--- config.mk ---
export PLATFORM = sky130hd
export DESIGN_NAME = instr_fetch
export DESIGN_NICKNAME = d
export VERILOG_FILES = /design/src/rtl/instr_fetch.sv
export SDC_FILE = /design/constraint.sdc
export NUM_CORES = 1
export LEC_CHECK = 0
export CAP_MARGIN = 20
export CORE_UTILIZATION = 44
export DETAILED_ROUTE_END_ITERATION = 8
export PLACE_DENSITY = 0.76
export SLEW_MARGIN = 20
export SYNTH_ARGS = -nofsm -noshare
export SYNTH_HDL_FRONTEND = slang
export SYNTH_SLANG_ARGS = --single-unit
--- constraint.sdc ---
create_clock -name clk -period 7.6 [get_ports clk]
set_input_delay 1.52 -clock clk [delete_from_list [all_inputs] [get_ports clk]]
set_output_delay 1.52 -clock clk [all_outputs]
set_load 0.03 [all_outputs]
--- src/rtl/instr_fetch.sv ---
// Instruction fetch stage: owns the program counter, reads the
// combinational instruction memory, and holds fetched words in a
// 2-entry FIFO that the decoder drains through a valid/ready handshake.
// A redirect reloads the PC and flushes the FIFO. Fetching stops once
// the PC runs past the last legal word of instruction memory.
module instr_fetch #(
  parameter int unsigned           bus_length = 64,
  parameter logic [bus_length-1:0] RESET_PC   = '0,
  parameter int unsigned           MEM_BYTES  = 256
) (
  input  logic                  clk,
  input  logic                  reset,
  output logic [bus_length-1:0] read_address,
  input  logic [31:0]           instruction,
  input  logic                  redirect_valid,
  input  logic [bus_length-1:0] redirect_pc,
  output logic                  out_valid,
  input  logic                  out_ready,
  output logic [31:0]           out_instr,
  output logic [bus_length-1:0] out_pc,
  output logic                  fetch_oob,
  output logic                  misalign_err,
  output logic [31:0]           fetch_count
);

  // Highest byte address from which a full 32-bit word can still be fetched.
  localparam logic [bus_length-1:0] LAST_ADDR_C = bus_length'(MEM_BYTES - 32'd4);
  localparam logic [bus_length-1:0] STEP_C      = bus_length'(32'd4);

  logic [bus_length-1:0] pc_r;
  logic [bus_length-1:0] buf_pc_r    [2];
  logic [31:0]           buf_instr_r [2];
  logic                  rd_ptr_r;
  logic                  wr_ptr_r;
  logic [1:0]            count_r;
  logic                  fetch_oob_r;
  logic                  misalign_err_r;
  logic [31:0]           fetch_count_r;

  logic                  pop_s;
  logic                  oob_now_s;
  logic                  can_fetch_s;

  // Handshake and fetch-permission decode. A full buffer may still
  // accept a new word when the head leaves in the same cycle.
  always_comb begin
    pop_s       = 1'b0;
    oob_now_s   = 1'b0;
    can_fetch_s = 1'b0;
    pop_s       = (count_r != 2'd0) & out_ready;
    oob_now_s   = (pc_r > LAST_ADDR_C);
    can_fetch_s = ~redirect_valid & ~oob_now_s & ((count_r < 2'd2) | pop_s);
  end

  // Program counter: reset, redirect (word-aligned), sequential advance, or hold.
  always_ff @(posedge clk) begin
    if (reset) begin
      pc_r <= RESET_PC;
    end else if (redirect_valid) begin
      pc_r <= {redirect_pc[bus_length-1:2], 2'b00};
    end else if (can_fetch_s) begin
      pc_r <= pc_r + STEP_C;
    end else begin
      pc_r <= pc_r;
    end
  end

  // FIFO storage, pointers and occupancy; a redirect drops all entries
  // and any pop that coincides with it.
  always_ff @(posedge clk) begin
    if (reset) begin
      for (int i = 0; i < 2; i++) begin
        buf_pc_r[i]    <= '0;
        buf_instr_r[i] <= 32'h0000_0000;
      end
      rd_ptr_r <= 1'b0;
      wr_ptr_r <= 1'b0;
      count_r  <= 2'd0;
    end else if (redirect_valid) begin
      rd_ptr_r <= 1'b0;
      wr_ptr_r <= 1'b0;
      count_r  <= 2'd0;
    end else begin
      if (can_fetch_s) begin
        buf_pc_r[wr_ptr_r]    <= pc_r;
        buf_instr_r[wr_ptr_r] <= instruction;
        wr_ptr_r              <= ~wr_ptr_r;
      end else begin
        wr_ptr_r <= wr_ptr_r;
      end
      if (pop_s) begin
        rd_ptr_r <= ~rd_ptr_r;
      end else begin
        rd_ptr_r <= rd_ptr_r;
      end
      case ({can_fetch_s, pop_s})
        2'b10:   count_r <= count_r + 2'd1;
        2'b01:   count_r <= count_r - 2'd1;
        default: count_r <= count_r;
      endcase
    end
  end

  // Status: delayed out-of-bounds flag, sticky misalignment, enqueue counter.
  always_ff @(posedge clk) begin
    if (reset) begin
      fetch_oob_r    <= 1'b0;
      misalign_err_r <= 1'b0;
      fetch_count_r  <= 32'd0;
    end else begin
      fetch_oob_r <= oob_now_s;
      if (redirect_valid) begin
        misalign_err_r <= misalign_err_r | (redirect_pc[1:0] != 2'b00);
      end else begin
        misalign_err_r <= misalign_err_r;
      end
      if (can_fetch_s) begin
        fetch_count_r <= fetch_count_r + 32'd1;
      end else begin
        fetch_count_r <= fetch_count_r;
      end
    end
  end

  assign read_address = pc_r;
  assign out_valid    = (count_r != 2'd0);
  assign out_instr    = buf_instr_r[rd_ptr_r];
  assign out_pc       = buf_pc_r[rd_ptr_r];
  assign fetch_oob    = fetch_oob_r;
  assign misalign_err = misalign_err_r;
  assign fetch_count  = fetch_count_r;

endmodule

* Word-level counts from Yosys, hierarchy flattened
Memories as Yosys holds them, arrays and structs flattened. A register that Yosys moved wholly into a read port is not among the register bits. Cells that the tools add are included.
Word-level totals: register bits after elaboration 102, output and inout bits 195, bits in writable memories 192, input bits 100, logic and storage cells 53, memories 2
Cells by class: bitwise operators 9, magnitude comparators 2, multiplexer cells 19, add/subtract/negate cells 4, equal/unequal tests 2, reduce and logical (&&, ||, !) cells 7
Memories:
- buf_pc_r | depth 2, width 64, read ports 1, clocked after Yosys merged registers in 1, wr ports 2, line 31 | logic [bus_length-1:0] buf_pc_r [2];
- buf_instr_r | depth 2, width 32, read ports 1, clocked after Yosys merged registers in 1, wr ports 2, line 32 | logic [31:0] buf_instr_r [2];
Operator list (number):
- 2-to-1 mux 64 bit | 3
- adder 64 x 3 -> 64 bit (second input constant) | 1
- greater-than comparator 64 x 8 -> 1 bit (second input constant) | 1
- OR reduction 64 bit | 1
- adder 32 x 1 -> 32 bit (second input constant) | 1
- 2-to-1 mux 32 bit | 1
- OR reduction 32 bit | 1
- 2-to-1 mux 1 bit | 14
- nonzero test 2 bit | 4
- inverter 1 bit | 4
- one-hot mux 2 bit (2 select lines) | 1
- AND 1 bit | 3
- adder 2 x 1 -> 2 bit (second input constant) | 1
- == test 2 x 1 -> 1 bit (second input constant) | 1
- == test 2 bit (second input constant) | 1
- less-than comparator 2 bit (second input constant) | 1
- bitwise OR 1 bit | 2
- OR reduction 2 bit | 1
- subtractor 2 x 1 -> 2 bit (second input constant) | 1

* Longest topological paths before layout
Gate-level depths: netlist of the first run.
depth in word-level cells 10, gate-level depth with buffers 10, mapped depth without buffers 7

* Least setup slack after synthesis of the first run
Ideal clock, no wire load.
kind input to register, start point input port out_ready, end point memory buf_instr_r[0][0] (enable), data arrival time 7.117 ns, setup time 0.566 ns, required time 7.034 ns, buffers on the path 3, path slack -0.084 ns, stages 7, cell sequence nand2b_1 nand4_1 or4_1 buf_6 clkbuf_1 clkbuf_1 o21bai_1
RTL lines:
- start: declaration | line 18 | input logic out_ready,
- end: declaration | line 32

==> impl_metrics.toml, run 1 <==
[setup_path]
crit_buf_inv = 6
ff2ff_path_depth = 7
cpMostUsedCell = "buf_4"
required_ps = 7770
slowest_delay_ps = 660
startpoint_type = "input pin"
crit_chain = "clkdlybuf4s50_1 -> buf_4 -> inv_1 -> nand4_1 -> or4_1 -> buf_4 -> o21bai_4 -> buf_4 -> buf_4"
worstPathArrival_ps = 4790
slowest_stage = "buf_4"
crit_cells = 9
r2r_start = "read_address[25]"
worstSetupStartpoint = "redirect_valid"
worst-setup-path-type = "input pin to flop"
r2r_slack_ps = 3250
cp_max_fo = 64
path_delay_family = "buffers and inverters"
endpoint_kind = "flop"
endpoint = "buf_pc_r[0][29]"
reg2reg_to = "buf_pc_r[1][26]"

[sta]
fin_crit_sh_pct = 60.89
setup_tns_ps = 0
hold_violations = 0
rsz0062_at_grt = "no"
tightest_slew_ps = 1019
timing.final.setup_violations = 0
slew_headroom_pct = 31.93
period_minus_slack_ps = 4628
maxSlewViolCount = 0
fmax_mhz = 216.1
skew_ps = 15.75

[detailed_routing]
routed_wirelength_um = 26220
wire_per_inst_um = 16.71
num_vias = 7835
via_per_inst = 4.994
postRouteAntennaNets = 0
drtIter0Drc = 412
drc_errors = 0
firstDrtPassIters = 5

[logic_synthesis]
synth_edf_count = 188
synthMuxAreaShare_pct = 10.84
synth-simple-area-share_pct = 11.70
yosysUniqueCellTypes = 46
yosysWarnings = 0
syn_inst = 818
synthAdderAreaFrac_pct = 0.3285
synth_area_mm2 = 0.01143
synth_seq_area_share_pct = 67.10
synth_xor_area_share_pct = 0.3066
avgSynthCellArea_um2 = 13.97
synth_seq_cells = 289
synth_top_family_by_area = "simple AND/OR/NAND/NOR gates"
async_reset_ff_share_pct = 0
synth_ff_type = "edfxtp_1"
synth-compound-area-share_pct = 7.292

[clocking]
clk_pin_slew_worst_paths_ps = 60
cts_resized = 0
cts.sinks = 289
cts_buffers = 30
cts.path.max_buffers = 3
h-tree-depth = 1
cts-root-buf = "clkbuf_16"
clkLatencyLatePin_ps = 550
postCtsSetupRepairBufs = 0
cts_tree = "yes"
ctsHoldBuffers = 0

[floorplanning]
die_y_um = 163.2
dieArea_mm2 = 0.02662
core_mm2 = 0.02533
core.rowCount = 58
die_w_um = 163.2
start_util_pct = 45.12
boundaryPins = 295

[grt]
gr-usage-all-layers_pct = 19.09
grt_max_degree = 75
grt_antenna_before_repair = 1
first_global_vias = 7669
grt_first_pass_wirelength_um = 39810
grt_overflow = 0

[layout]
area_growth_syn_to_layout_pct = 40.25
nFillCells = 1945
drive_above_1_share_pct = 13.33
nNetsFinal = 1317

[placed_design]
place.gp.congestion = 0.8175
post-dp-hpwl_um = 17610
portBuffers = 290

[min_path]
min_path_type = "flop to flop"

[pwr]
power.total_mw = 3.606
p_leak_nw = 5.830
peakVddDrop_mv = 0.1616
p_per_area_mw_per_mm2 = 225.0

[run_status]
status = "finished clean"

[flow_run]
maxCapViolCount = 0
-- Yosys cell counts (all sizes together), types with 2 or more instances --
master / count / area share [%]
or3: 13 / 0.71
ha: 3 / 0.33
buf: 14 / 0.82
nor2: 34 / 1.1
and4: 2 / 0.15
a311oi: 4 / 0.31
a21oi: 34 / 1.5
and2: 78 / 4.3
a22o: 39 / 3.0
or2: 5 / 0.27
mux2: 94 / 9.3
or4: 19 / 1.2
nor4: 18 / 1.0
o21ai: 17 / 0.74
clkbuf: 37 / 1.2
nand3: 11 / 0.48
xor2: 2 / 0.15
xnor2: 2 / 0.15
mux2i: 18 / 1.6
or4b: 4 / 0.35
dfxtp: 101 / 18
and3: 5 / 0.27
nand4: 14 / 0.77
inv: 10 / 0.33
edfxtp: 188 / 49
nand2: 20 / 0.66
o21bai: 2 / 0.13
a31o: 2 / 0.15
o31ai: 17 / 1.1
-- registers in the layout, summed over array words and instances, names as in the netlist, named ones only --
| register | cells |
|---|---|
| fetch_oob | 1 |
| rd_ptr_r | 1 |
| buf_pc_r | 124 |
| wr_ptr_r | 1 |
| misalign_err | 1 |
| fetch_count | 32 |
| buf_instr_r | 64 |
| read_address | 62 |
| count_r | 2 |
-- worst min-delay path, stage by stage (launching register included) --
cell	delay [ps]
dfxtp_1	310
inv_1	60
a21oi_1	60
-- area by class of cell --
cell class	count	area (um^2)	area share (%)
sequential	289	7671	47.86
multi-input combinational	583	3954	24.67
timing repair buffer	300	2973	18.55
clock buffer	35	790.8	4.934
tap	330	412.9	2.576
clock inverter	21	185.2	1.155
inverter	10	37.54	0.2342
antenna	1	2.502	0.01561
-- where the power goes --
part / internal, mW / leakage [nW] / switching, mW / total, mW
clock: 0.844 / 0.469 / 0.590 / 1.43
combinational: 0.172 / 2.65 / 0.207 / 0.380
sequential: 1.76 / 2.71 / 0.0344 / 1.79
-- worst min-delay path by stage --
stage | depth (start not counted) | slack (ps) | end | start
2_1_floorplan | 2 | 480 | count_r[1] | count_r[1]
3_3_place_gp | 2 | 440 | misalign_err | misalign_err
3_5_place_dp | 2 | 470 | misalign_err | misalign_err
4_1_cts | 2 | 490 | misalign_err | misalign_err
5_1_grt | 2 | 500 | misalign_err | misalign_err
6_report | 2 | 480 | misalign_err | misalign_err
-- routing by layer --
layer	track usage, %	vias to the layer above	wire length [um]
li1	-	3780	-
met1	23.26	3738	10600
met2	32.63	280	12710
met4	5.480	0	560
met5	0	-	0
met3	5.587	37	2350
-- layout by cell type, fill, tap and decap left out, types with 7 or more instances in the layout --
master and n:
a21oi_1 33, or3_1 13, buf_4 10, inv_1 10, edfxtp_1 188, clkdlybuf4s50_1 289
o31ai_1 17, clkinv_2 7, a22o_1 39, and2_1 78, nor2_1 33, nand3_1 11
dfxtp_1 100, o21ai_0 17, conb_1 116, nor4_1 17, clkbuf_16 31, or4_1 19
mux2i_1 18, nand4_1 14, mux2_2 94, nand2_1 20
-- cell families after synthesis --
| group | after synthesis |
|---|---|
| buffers and inverters | 61 |
| and+or+nand+nor | 228 |
| muxes | 112 |
| adders and majority gates | 3 |
| other | 1 |
| xor gates and xnor gates | 4 |
| AOI/OAI and AO/OA | 120 |
| DFF | 289 |
-- stage by stage --
| step | hold WS (ps) | setup slack [ps] | instances | instance area (um^2) | util, % |
|---|---|---|---|---|---|
| 2_1_floorplan | 475.1 | 1926 | 933 | 11860 | - |
| 3_3_place_gp | 441.0 | 2451 | 1512 | 15050 | 59.42 |
| 3_5_place_dp | 473.1 | 2421 | 1512 | 15050 | 59.42 |
| 4_1_cts | 485.8 | 2954 | 1568 | 16020 | 63.27 |
| 5_1_grt | 497.8 | 2761 | 1569 | 16030 | 63.28 |
| 6_report | 483.6 | 2972 | 1569 | 16030 | 63.28 |
Power figures use the tool's default switching activity.
==> run 2, diff against run 1 <==
Settings changed: CORE_UTILIZATION 44 to 49, PLACE_DENSITY 0.76 to 0.8.
Clock period 7.6 ns to 4.4 ns, I/O delays scaled along.
==> impl_metrics.toml, run 2 (synthesis results as in run 1) <==
[sta]
fin_crit_sh_pct = 82.91
maxSlewViolCount = 0
tightest_slew_ps = 1077
fin_hold_ws_ps = 458.7
timing.final.setup_violations = 0
skew_ps = 14.90
fmax_mhz = 274.1
setup_tns_ps = 0
slew_headroom_pct = 28.22
rsz0062_at_grt = "no"
period_minus_slack_ps = 3648
hold_violations = 0
setup_ws_ps = 751.9

[setup_path]
startpoint_type = "flop"
endpoint_kind = "output pin"
slowest_stage = "dfxtp_4"
crit_chain = "buf_4 -> mux2_2 -> clkdlybuf4s50_1"
cp_max_fo = 56
required_ps = 3520
ff2ff_path_depth = 6
worst-setup-path-type = "flop to output pin"
crit_buf_inv = 2
r2r_slack_ps = 1110
slowest_delay_ps = 830
worstPathArrival_ps = 2770
crit_cells = 3
path_delay_family = "buffers and inverters"

[detailed_routing]
postRouteAntennaNets = 0
num_vias = 7875
routed_wirelength_um = 26180
wire_per_inst_um = 16.85
drc_errors = 0
firstDrtPassIters = 4
via_per_inst = 5.071
drtIter0Drc = 501

[clocking]
cts.sinks = 289
cts_resized = 0
cts_tree = "yes"
postCtsSetupRepairBufs = 0
cts.path.max_buffers = 3
cts-root-buf = "clkbuf_16"
cts_buffers = 29
ctsHoldBuffers = 0
clkLatencyLatePin_ps = 540
clk_pin_slew_worst_paths_ps = 60
h-tree-depth = 1

[grt]
grt_first_pass_wirelength_um = 40540
gr-usage-all-layers_pct = 21.60
grt_antenna_before_repair = 2
grt_overflow = 0
grt_max_degree = 95
first_global_vias = 7680

[floorplanning]
boundaryPins = 295
die_w_um = 154.7
core.rowCount = 55
start_util_pct = 50.17
dieArea_mm2 = 0.02394
core_mm2 = 0.02278
die_y_um = 154.7

[layout]
layout_commonest_cell = "clkdlybuf4s50_1"
fin_area_mm2 = 0.01601
nNetsFinal = 1318
area_growth_syn_to_layout_pct = 40.10
final_util_pct = 70.28
drive_above_1_share_pct = 12.92
largest-register = "buf_pc_r"
seq_area_mm2 = 0.007671
multiInputGateArea_mm2 = 0.003954
final_cell_count_no_fill = 1553
mostFrequentLayoutCells = "clkdlybuf4s50_1, edfxtp_1, conb_1"
largest_register_ffs = 124
nFillCells = 1587

[placed_design]
place.gp.congestion = 0.8029
place_ws_ps = 624.1
portBuffers = 290
post-dp-hpwl_um = 17230
dpl.cell_count = 1497
postPlaceCellArea_mm2 = 0.01505

[flow_run]
maxCapViolCount = 0

[run_status]
status = "finished clean"

[pwr]
peakVddDrop_mv = 0.3099
power.total_mw = 6.201
p_per_area_mw_per_mm2 = 387.3
p_leak_nw = 5.843

[min_path]
min_path_type = "flop to flop"
hold_depth = 2
## run 2: cell count changes in the layout (fill, tap and decap cells not counted), moves of 2 or more
cell,change
clkinvlp_4,-3
clkinv_2,-3
clkbuf_1,+3
clkinvlp_2,-2
clkinv_1,+2
clkbuf_8,+2
## run 2: final timing paths
kind,end,from
hold reg to reg,misalign_err,misalign_err
setup / recovery,out_instr[1],flop
setup reg to reg,buf_pc_r[1][53],read_address[14]
hold / removal,misalign_err,misalign_err
## run 2: where the power goes
group / internal (mW) / total, mW / switching (mW) / leakage (nW)
clock: 1.45 / 2.45 / 0.998 / 0.466
sequential: 3.04 / 3.10 / 0.0594 / 2.71
combinational: 0.298 / 0.655 / 0.357 / 2.67
## run 2: cell type report
type,count,area share [%]
tap,313,2.446
antenna,2,0.03126
clock buffer,39,5.025
multi-input combinational,583,24.70
clock inverter,15,0.9066
sequential,289,47.92
inverter,10,0.2345
timing repair buffer,302,18.74
## run 2: per-layer routing
metal	wire length (um)	global-route usage [%]	share of wire [%]
met1	10330	25.88	39
met2	13180	37.75	50
met3	1929	5.548	7.4
met4	735	7.402	2.8
met5	0	0	0
## run 2: tightest hold or removal path, delay by kind of cell (launching register included)
family | cells | cell delay [ps]
buf+inv | 1 | 50
compound gates | 1 | 50
flops | 1 | 310
